`src/rtl/sc_shifter_sequencer.sv`:
```
// One-hot position shifter with a post-move cooldown window.
// States: OFF (no position), IDLE (accepting moves), HOLD (cooldown counting down).
module sc_shifter_sequencer #(
  parameter int SHIFTER_DATAWIDTH  = 4,
  parameter int SHIFTER_HOLDCYCLES = 8,
  parameter int SHIFTER_INITPOS    = 1
) (
  input  logic                         SC_SHIFTER_SEQUENCER_CLOCK_50,
  input  logic                         SC_SHIFTER_SEQUENCER_RESET_InLow,
  input  logic                         SC_SHIFTER_SEQUENCER_start_In,
  input  logic                         SC_SHIFTER_SEQUENCER_left_In,
  input  logic                         SC_SHIFTER_SEQUENCER_right_In,
  output logic [SHIFTER_DATAWIDTH-1:0] SC_SHIFTER_SEQUENCER_data_OutBUS,
  output logic                         SC_SHIFTER_SEQUENCER_dir_Out,
  output logic                         SC_SHIFTER_SEQUENCER_shift_Out,
  output logic                         SC_SHIFTER_SEQUENCER_blocked_Out,
  output logic                         SC_SHIFTER_SEQUENCER_busy_Out
);

  localparam int W = SHIFTER_DATAWIDTH;
  localparam logic [W-1:0] INIT_VEC  = {{(W-1){1'b0}}, 1'b1} << SHIFTER_INITPOS;
  localparam logic [7:0]   HOLD_LOAD = 8'(SHIFTER_HOLDCYCLES - 1);

  typedef enum logic [1:0] {
    ST_OFF  = 2'd0,
    ST_IDLE = 2'd1,
    ST_HOLD = 2'd2
  } state_t;

  state_t         state_q, state_d;
  logic [W-1:0]   data_q, data_d;
  logic           dir_q, dir_d;
  logic           shift_q, shift_d;
  logic           blocked_q, blocked_d;
  logic [7:0]     cnt_q, cnt_d;

  logic           req_left, req_right;

  // Only an unambiguous single-direction request counts as a move.
  assign req_left  = SC_SHIFTER_SEQUENCER_left_In  & ~SC_SHIFTER_SEQUENCER_right_In;
  assign req_right = SC_SHIFTER_SEQUENCER_right_In & ~SC_SHIFTER_SEQUENCER_left_In;

  always_comb begin
    state_d   = state_q;
    data_d    = data_q;
    dir_d     = dir_q;
    shift_d   = 1'b0;
    blocked_d = 1'b0;
    cnt_d     = cnt_q;

    if (SC_SHIFTER_SEQUENCER_start_In) begin
      state_d = ST_IDLE;
      data_d  = INIT_VEC;
      cnt_d   = '0;
    end else begin
      case (state_q)
        ST_OFF: begin
          data_d = '0;
        end
        ST_IDLE: begin
          if (req_left) begin
            if (data_q[W-1]) begin
              blocked_d = 1'b1;
            end else begin
              data_d  = data_q << 1;
              dir_d   = 1'b1;
              shift_d = 1'b1;
              cnt_d   = HOLD_LOAD;
              state_d = ST_HOLD;
            end
          end else if (req_right) begin
            if (data_q[0]) begin
              blocked_d = 1'b1;
            end else begin
              data_d  = data_q >> 1;
              dir_d   = 1'b0;
              shift_d = 1'b1;
              cnt_d   = HOLD_LOAD;
              state_d = ST_HOLD;
            end
          end
        end
        ST_HOLD: begin
          // Leave on the edge that sees zero, so a move at edge k frees edge k+HOLDCYCLES+1.
          if (cnt_q == 8'd0) begin
            state_d = ST_IDLE;
          end else begin
            cnt_d = cnt_q - 8'd1;
          end
        end
        default: begin
          state_d = ST_OFF;
          data_d  = '0;
          cnt_d   = '0;
        end
      endcase
    end
  end

  always_ff @(posedge SC_SHIFTER_SEQUENCER_CLOCK_50) begin
    if (!SC_SHIFTER_SEQUENCER_RESET_InLow) begin
      state_q   <= ST_OFF;
      data_q    <= '0;
      dir_q     <= 1'b0;
      shift_q   <= 1'b0;
      blocked_q <= 1'b0;
      cnt_q     <= '0;
    end else begin
      state_q   <= state_d;
      data_q    <= data_d;
      dir_q     <= dir_d;
      shift_q   <= shift_d;
      blocked_q <= blocked_d;
      cnt_q     <= cnt_d;
    end
  end

  assign SC_SHIFTER_SEQUENCER_data_OutBUS  = data_q;
  assign SC_SHIFTER_SEQUENCER_dir_Out      = dir_q;
  assign SC_SHIFTER_SEQUENCER_shift_Out    = shift_q;
  assign SC_SHIFTER_SEQUENCER_blocked_Out  = blocked_q;
  assign SC_SHIFTER_SEQUENCER_busy_Out     = (state_q == ST_HOLD);

endmodule

```
`config.mk`:
```
export PLATFORM = sky130hd
export DESIGN_NAME = sc_shifter_sequencer
export DESIGN_NICKNAME = d
export VERILOG_FILES = /design/src/rtl/sc_shifter_sequencer.sv
export SDC_FILE = /design/constraint.sdc
export NUM_CORES = 1
export LEC_CHECK = 0
export BUFFER_PORTS_ARGS = -buffer_cell sky130_fd_sc_hd__clkbuf_2
export CORE_MARGIN = 2
export CORE_UTILIZATION = 55
export CTS_BUF_LIST = sky130_fd_sc_hd__clkbuf_8 sky130_fd_sc_hd__clkbuf_16
export DETAILED_ROUTE_END_ITERATION = 12
export PLACE_DENSITY = 0.74
export REMOVE_ABC_BUFFERS = 1
export SLEW_MARGIN = 10
export SYNTH_ARGS = -nofsm -noshare
export SYNTH_HDL_FRONTEND = slang
export SYNTH_SLANG_ARGS = --single-unit
export TNS_END_PERCENT = 20
```
`constraint.sdc`:
```
create_clock -name SC_SHIFTER_SEQUENCER_CLOCK_50 -period 3.95 [get_ports SC_SHIFTER_SEQUENCER_CLOCK_50]
set_clock_uncertainty 0.2 [all_clocks]
set_input_delay 0.395 -clock SC_SHIFTER_SEQUENCER_CLOCK_50 [delete_from_list [all_inputs] [get_ports SC_SHIFTER_SEQUENCER_CLOCK_50]]
set_output_delay 0.395 -clock SC_SHIFTER_SEQUENCER_CLOCK_50 [all_outputs]
set_load 0.05 [all_outputs]
```
; ---- Yosys cells after proc, flatten, opt, wreduce, memory -nomap -nowiden
; Index checks and enable logic that the tools add are counted.
[word_totals]
reg_bits = 17
inputBits = 5
out_inout_bits = 8
wordCells = 79
[classes]
add_sub_neg = 1
eq_ne = 15
n_mux = 31
bitwise_logic = 9
n_reduce_logical = 13
[op_table]
columns = cell, count
row1 = two-way mux 8 bit, 5
row2 = one-hot mux 8 bit (3 select lines), 1
row3 = AND reduction 5 bit, 4
row4 = two-way mux 4 bit, 4
row5 = two-way mux 1 bit, 13
row6 = two-way mux 2 bit, 6
row7 = inequality test 4 bit (second input constant), 3
row8 = inequality test 3 bit (second input constant), 3
row9 = logical NOT 8 bit, 1
row10 = inequality test 2 bit (second input constant), 4
row11 = one-hot mux 4 bit (2 select lines), 1
row12 = AND reduction 4 bit, 2
row13 = subtractor 8 x 1 -> 8 bit (second input constant), 1
row14 = NOT 1 bit, 7
row15 = one-hot mux 2 bit (3 select lines), 1
row16 = AND reduction 3 bit, 2
row17 = inequality test 2 x 1 -> 1 bit (second input constant), 2
row18 = inequality test 3 x 2 -> 1 bit (second input constant), 1
row19 = OR reduction 3 bit, 1
row20 = bitwise AND 1 bit, 2
row21 = == test 2 x 1 -> 1 bit (second input constant), 1
row22 = == test 2 bit (second input constant), 1
row23 = logical NOT 2 bit, 1
row24 = nonzero test 2 bit, 1
row25 = OR reduction 2 bit, 1

; ---- Longest topological paths before layout
; Gate-level depths: netlist (run 1).
[logic_depth]
word_depth = 6
ltp_mapped = 8
mapped_depth_nobuf = 6

; ---- Worst setup path after synthesis (run 1)
; No wires, ideal clock.
[synth_timing]
kind = reg-to-reg
start = register state_q[0]
end = register cnt_q[0]
arrival_ns = 1.793
required_ns = 3.680
slack_ns = 1.887
path_stages_with_launch = 8
path_cell_list = dfxtp_1 > inv_1 > ha_1 > buf_2 > nand2_1 > a2bb2oi_1 > or3_1 > a21oi_1
[synth_between]
elab_chain_len = 3
word_cells_on_any_way = 10
classes_between = 6 x eq/ne / 1 x mux / 1 x bitwise / 2 x reduce/logical
[synth_lines]
columns = item, line_no
row1 = start: declaration, 30  ; state_t state_q, state_d;
row2 = start signal: assignment, 109  ; state_q <= state_d;
row3 = == test 2 bit (*), n/a
row4 = net SC_SHIFTER_SEQUENCER_busy_Out, 17  ; output logic SC_SHIFTER_SEQUENCER_busy_Out
row5 = inequality test 2 bit (no source line), n/a
row6 = AND reduction 5 bit (no source line), n/a
row7 = end signal: assignment, 114  ; cnt_q <= cnt_d;
row8 = end: declaration, 35  ; logic [7:0] cnt_q, cnt_d;
; The timed path passes the listed nets; every way through them passes the cells marked *.
; A chain may end at the register's enable or synchronous reset.

; ---- Worst setup path in the final report (run 1)
[layout_timing]
start = register state_q[1]
end = register cnt_q[6]
[layout_between]
elab_chain_len = 3
word_cells_on_any_way = 10
classes_between = 6 x eq/ne / 1 x mux / 1 x bitwise / 2 x reduce/logical
[layout_lines]
columns = item, line_no
row1 = == test 2 x 1 -> 1 bit (tied with other cells), 56  ; case (state_q)
row2 = inequality test 3 bit (no source line) (tied with other cells), n/a
row3 = AND reduction 5 bit (no source line), n/a
; Parallel ways exist; a longest one is shown, timed or not.

==> results.py, run 1 <==
metrics = {
    "power_and_ir_drop": {
        "power.switching_fraction": 0.319,
        "report.power.total_mw": 0.409,
        "clock_power_share": 0.326,
        "p_comb_frac": 0.234,
        "switching_power_mw": 0.130,
        "p_leak_nw": 0.484,
        "proportion_of_power_drawn_by_flip_flops_and_latches": 0.441,
        "power_dens_cells_mw_per_mm2": 333,
        "internal_power_mw": 0.279,
        "max-vdd-ir-drop_v": 0.000193,
    },
    "worst_setup_path": {
        "top_fanout_value_on_the_critical_path": 15,
        "cp_slowest_stage_delay_ps": 390,
        "critical_path.cell_chain": "inv_1 -> ha_1 -> nor2_1 -> a31oi_4 -> nor4_1 -> a311o_1",
        "worst_setup_path_start_kind": "flop",
        "cpMaxStageDelayCell": "sky130_fd_sc_hd__a31oi_4",
        "arrival_ps": 2010,
        "critical_path_class": "flop to flop",
        "critical_path_required_ps": 3890,
        "worstSetupEndpointType": "flop",
    },
    "yosys": {
        "yosys_most_used_dff": "sky130_fd_sc_hd__dfxtp_1",
        "post_synth_num_cell_types": 45,
        "yosysWarnings": 0,
        "cells_after_synth": 127,
        "post_synth_instance_area_mm2": 0.00113,
        "postSynthRegisterBits": 17,
        "synth-async-reset-ratio": 0,
        "proportion_of_synthesized_chip_area_in_sequential_cells": 0.302,
        "synthesis.area_per_instance_um2": 8.88,
        "synth_enable_flop_cells": 0,
    },
    "sta": {
        "finalSetupTns_ps": 0,
        "slew_headroom": 0.555,
        "timing.final.hold_violations": 0,
        "maxSlewViolCount": 0,
        "rsz0062_at_grt": "false",
        "layout_worst_path_cycle_share": 0.524,
        "min_period_ps": 2070,
        "tightest_slew_ps": 662,
        "top_achievable_clock_speed_mhz": 484,
        "finalSetupViolCount": 0,
    },
    "drt": {
        "drc": 0,
        "wirelength_per_cell_um": 15.3,
        "routed-via-count": 1002,
        "drtAntennaViolNets": 0,
        "drt-vias-per-instance": 6.07,
        "initialDrtViolationCount": 31,
        "detail_route.first_pass.iterations": 4,
        "totalWireLength_um": 2520,
    },
    "cts": {
        "clock_insertion_delay_worst_skew_ps": 250,
        "clk_sink_count": 17,
        "number_of_buffers_created_by_cts": 3,
        "tritoncts": "built",
        "post_cts.resized_instances": 0,
        "clock_path_buffers": 2,
        "htree_levels": 1,
        "clk_transition_reported_paths_ps": 70,
        "cts_root_buffer": "sky130_fd_sc_hd__clkbuf_8",
        "post-cts-setup-buffers": 0,
        "cts_hold_buffers": 0,
    },
    "job": {
        "timing.max_cap.violations": 0,
    },
    "placement": {
        "area_post_placement_mm2": 0.00118,
        "place.detailed.hpwl_um": 1860,
        "portBuffers": 12,
        "globalplace.congestion": 0.855,
    },
    "floorplan": {
        "floorplan.die.height_um": 49.3,
        "floorplan.rows": 16,
        "design.core.area_mm2": 0.00194,
        "die_area_mm2": 0.00243,
        "boundaryPins": 13,
        "horiz_die_dim_um": 49.3,
        "start_util": 0.581,
    },
    "worst_hold_path": {
        "hold_path_class": "input pin to flop",
    },
    "cells_and_area": {
        "design_area_mm2": 0.00123,
        "final_layout_size_suffix_gt1_frac": 0.174,
        "antennaDiodeCount": 0,
        "num-nets-final": 150,
        "layout-area-overhead-vs-synth_pct": 9.21,
        "finish.utilization": 0.634,
        "layout.cells.most_common_list": "17 x sky130_fd_sc_hd__dfxtp_1, 12 x sky130_fd_sc_hd__inv_1, 12 x sky130_fd_sc_hd__clkbuf_2, 11 x sky130_fd_sc_hd__nand2_1, 10 x sky130_fd_sc_hd__a21oi_1",
        "layout.cells.most_common": "sky130_fd_sc_hd__dfxtp_1",
    },
    "global_route": {
        "grt_pass1_wl_um": 4420,
        "grt_overflow_total": 0,
        "vias_in_the_first_global_route": 949,
        "grt_antenna_before_repair": 0,
        "grtUsageTotal": 0.230,
        "pin_count_of_the_biggest_net_entering_global_routing": 16,
    },
    "outcome": {
        "run_status": "finished clean",
    },
}
sequential cells by signal, indices dropped and copies added, names as in the netlist:
register	flops
cnt_q	8
SC_SHIFTER_SEQUENCER_data_OutBUS	4
state_q	2
SC_SHIFTER_SEQUENCER_blocked_Out	1
SC_SHIFTER_SEQUENCER_dir_Out	1
SC_SHIFTER_SEQUENCER_shift_Out	1
critical path, delay by kind of cell, from the launching register on:
kind	cells	cell delay, ps
flip-flops	1	340
buffers and inverters	1	80
AO/OA/AOI/OAI	2	720
AND/OR/NAND/NOR	2	230
adder cells (fa/ha/maj)	1	380
path summary, 6_finish.rpt:
kind	from	end	slack, ps	cells past startpoint
setup reg to reg	state_q[1]	cnt_q[6]	1880	6
setup / recovery	state_q[1]	cnt_q[6]	1880	6
hold / removal	SC_SHIFTER_SEQUENCER_RESET_InLow	SC_SHIFTER_SEQUENCER_data_OutBUS[1]	230	2
hold reg to reg	state_q[1]	state_q[1]	300	2
cell families (layout without fill, tap and decap cells):
logic type | count (synthesis) | count (layout) | share of synthesized area
muxes | 3 | 3 | 0.0266
DFF | 17 | 17 | 0.302
buffers and inverters | 17 | 28 | 0.0721
adders and majority gates | 6 | 6 | 0.0666
and+or+nand+nor | 40 | 40 | 0.223
AOI/OAI and AO/OA | 44 | 44 | 0.310
per-layer routing:
layer | GRT usage | wire (um) | up-vias
li1 | - | - | 504
met1 | 0.323 | 1260 | 474
met2 | 0.381 | 1180 | 24
met3 | 0.0276 | 87 | 0
met4 | 0.0429 | 0 | 0
met5 | 0 | 0 | -
area by class of cell:
cell class | instances | area, um2
fillers | 184 | 711
flip-flops and latches | 17 | 340
multi-input cells | 93 | 706
well taps | 27 | 33.8
inverters | 12 | 45.0
clock buffers | 3 | 41.3
repair buffers | 12 | 60.1
clock inverters | 1 | 5.00
power groups by stage:
stage / combinational [mW] / sequential (mW) / clock (mW)
after CTS: 0.0946 / 0.180 / 0.137
final: 0.0956 / 0.180 / 0.133
after floorplan: 0.0674 / 0.189 / 0
after detailed placement: 0.0942 / 0.184 / 0
after global placement: 0.0923 / 0.184 / 0
after global routing: 0.105 / 0.181 / 0.143
per-stage QoR:
step                      hold slack (ps)  std cells  setup slack, ps
after floorplan                       251        122             1850
after global placement                277        161             1800
after detailed placement              281        161             1730
after CTS                             230        165             1910
after global routing                  240        165             1770
final                                 233        165             1880
synthesized netlist by cell type (3+ instances only):
| library cell | instances | area, um2 |
|---|---|---|
| sky130_fd_sc_hd__a31oi_1 | 4 | 25.0 |
| sky130_fd_sc_hd__dfxtp_1 | 17 | 340 |
| sky130_fd_sc_hd__inv_1 | 12 | 45.0 |
| sky130_fd_sc_hd__mux2i_1 | 3 | 30.0 |
| sky130_fd_sc_hd__nor2_1 | 7 | 26.3 |
| sky130_fd_sc_hd__nand2_1 | 11 | 41.3 |
| sky130_fd_sc_hd__nor4_1 | 4 | 25.0 |
| sky130_fd_sc_hd__o211ai_1 | 3 | 22.5 |
| sky130_fd_sc_hd__o21ai_1 | 3 | 15.0 |
| sky130_fd_sc_hd__nor2b_1 | 3 | 18.8 |
| sky130_fd_sc_hd__o21ai_0 | 4 | 20.0 |
| sky130_fd_sc_hd__a21oi_1 | 10 | 50.1 |
| sky130_fd_sc_hd__ha_1 | 6 | 75.1 |
No activity file was read; power rests on OpenSTA's default activity.
==> run 2, diff against run 1 <==
Settings changed: CORE_UTILIZATION 55 to 51, PLACE_DENSITY 0.74 to 0.72.
Clock period 3.95 ns to 1.9 ns, I/O delays scaled along.
==> results.py, run 2 (synthesis gave the netlist of run 1 again) <==
metrics = {
    "outcome": {
        "run_status": "finished clean",
    },
    "power_and_ir_drop": {
        "p_leak_nw": 0.573,
        "report.power.total_mw": 0.907,
        "power_dens_cells_mw_per_mm2": 636,
        "proportion_of_power_drawn_by_flip_flops_and_latches": 0.414,
        "max-vdd-ir-drop_v": 0.000448,
        "clock_power_share": 0.294,
        "switching_power_mw": 0.282,
        "power.switching_fraction": 0.311,
        "internal_power_mw": 0.625,
        "p_comb_frac": 0.292,
    },
    "cells_and_area": {
        "largest_register_ffs": 8,
        "antennaDiodeCount": 0,
        "post_layout_nonfiller_instances": 184,
        "layout.cells.most_common_list": "18 x sky130_fd_sc_hd__buf_4, 16 x sky130_fd_sc_hd__dfxtp_1, 12 x sky130_fd_sc_hd__inv_1, 12 x sky130_fd_sc_hd__clkbuf_2, 11 x sky130_fd_sc_hd__nand2_1",
        "layout.cells.most_common": "sky130_fd_sc_hd__buf_4",
        "design_area_mm2": 0.00143,
        "num-nets-final": 168,
        "final_layout_size_suffix_gt1_frac": 0.346,
        "layout-area-overhead-vs-synth_pct": 26.4,
        "register_name_with_the_most_flops": "cnt_q",
    },
    "cts": {
        "clock_path_buffers": 2,
        "number_of_buffers_created_by_cts": 3,
        "cts_root_buffer": "sky130_fd_sc_hd__clkbuf_8",
        "htree_levels": 1,
        "cts_hold_buffers": 0,
        "tritoncts": "built",
        "clock_insertion_delay_worst_skew_ps": 250,
        "clk_sink_count": 17,
        "clk_transition_reported_paths_ps": 70,
    },
    "sta": {
        "min_period_ps": 1850,
        "finalSetupViolCount": 0,
        "maxSlewViolCount": 0,
        "timing.final.hold_violations": 0,
        "tightest_slew_ps": 384,
        "layout_worst_path_cycle_share": 0.975,
        "slew_headroom": 0.742,
        "final.hold.worst_slack_ps": 33.0,
        "rsz0062_at_grt": "true",
        "top_achievable_clock_speed_mhz": 540,
    },
    "worst_hold_path": {
        "min_from": "SC_SHIFTER_SEQUENCER_RESET_InLow",
        "hold_path_class": "input pin to flop",
    },
    "global_route": {
        "grt_antenna_before_repair": 0,
        "vias_in_the_first_global_route": 1037,
        "grtUsageTotal": 0.241,
        "grt_overflow_total": 0,
        "pin_count_of_the_biggest_net_entering_global_routing": 14,
        "grt_pass1_wl_um": 4710,
    },
    "worst_setup_path": {
        "critical_path_required_ps": 1840,
        "timing.critical_path.buf_inv": 1,
        "top_fanout_value_on_the_critical_path": 4,
        "critical_path.cell_chain": "inv_1 -> ha_4 -> or3b_4 -> o311a_1 -> a311o_1",
        "cpMaxStageDelayCell": "sky130_fd_sc_hd__or3b_4",
        "cp_slowest_stage_delay_ps": 410,
        "critical_path.top_delay_family": "compound AO/OA/AOI/OAI gates",
        "worstReg2RegStart": "cnt_q[0]",
        "startpoint": "cnt_q[0]",
        "worstSetupEndpointType": "flop",
        "worst_setup_path_start_kind": "flop",
        "critical_path_class": "flop to flop",
        "arrival_ps": 1800,
    },
    "floorplan": {
        "design.core.area_mm2": 0.00215,
        "floorplan.rows": 17,
        "horiz_die_dim_um": 51.0,
        "floorplan.die.height_um": 51.0,
        "die_area_mm2": 0.00260,
        "start_util": 0.525,
        "boundaryPins": 13,
    },
    "drt": {
        "routed-via-count": 1132,
        "initialDrtViolationCount": 41,
        "drc": 0,
        "drt-vias-per-instance": 6.15,
        "totalWireLength_um": 2870,
        "detail_route.first_pass.iterations": 4,
        "wirelength_per_cell_um": 15.6,
        "drtAntennaViolNets": 0,
    },
    "placement": {
        "dpl.cell_count": 178,
        "portBuffers": 12,
        "place.detailed.hpwl_um": 1980,
        "area_post_placement_mm2": 0.00131,
        "globalplace.congestion": 0.892,
    },
    "job": {
        "timing.max_cap.violations": 0,
    },
}
-- run 2: changes by cell type in the layout (fill, tap and decap cells not counted), sizes merged --
cell    previous run  this run
inv               12        13
buf                0        18
clkinv             1         0
-- run 2: final cells by class --
| class | instances | area (um2) |
|---|---|---|
| fill | 180 | 723 |
| clock inverter | 1 | 3.75 |
| multi-input combinational | 93 | 763 |
| sequential | 17 | 342 |
| timing repair buffer | 30 | 195 |
| tap | 28 | 35.0 |
| clock buffer | 3 | 41.3 |
| inverter | 12 | 45.0 |
-- run 2: timing repair --
item                                    in CTS  in global routing
resized for setup                            0                 17
setup buffers                                0                  2
endpoints found under the setup margin       0                  8
-- run 2: through the flow --
step                      worst slack (ps)   util  setup TNS, ps
final                                 46.7  0.663              0
after global routing                 -18.0  0.663          -28.4
after detailed placement             -35.3  0.608          -68.0
after floorplan                       -200      -           -401
after CTS                            0.209  0.629              0
after global placement                24.6  0.608              0
-- run 2: path summary, 6_finish.rpt --
check	end	slack, ps	depth (start not counted)
worst max register to register	cnt_q[6]	50	5
worst min register to register	state_q[0]	300	2
worst min-delay path	SC_SHIFTER_SEQUENCER_data_OutBUS[1]	30	2
worst max-delay path	cnt_q[6]	50	5
-- run 2: power by group through the flow --
stage                     clock network, mW  logic (mW)  registers [mW]
after CTS                             0.273       0.235           0.374
after global placement                    0       0.227           0.381
after floorplan                           0       0.140           0.393
after detailed placement                  0       0.231           0.382
final                                 0.267       0.265           0.375
after global routing                  0.284       0.285           0.376
-- run 2: routing by layer --
layer | global-route usage | up-vias | part of all wire
li1 | - | 539 | -
met1 | 0.315 | 534 | 0.43
met2 | 0.385 | 55 | 0.49
met3 | 0.0351 | 4 | 0.071
met4 | 0.117 | 0 | 0.011
met5 | 0 | - | 0
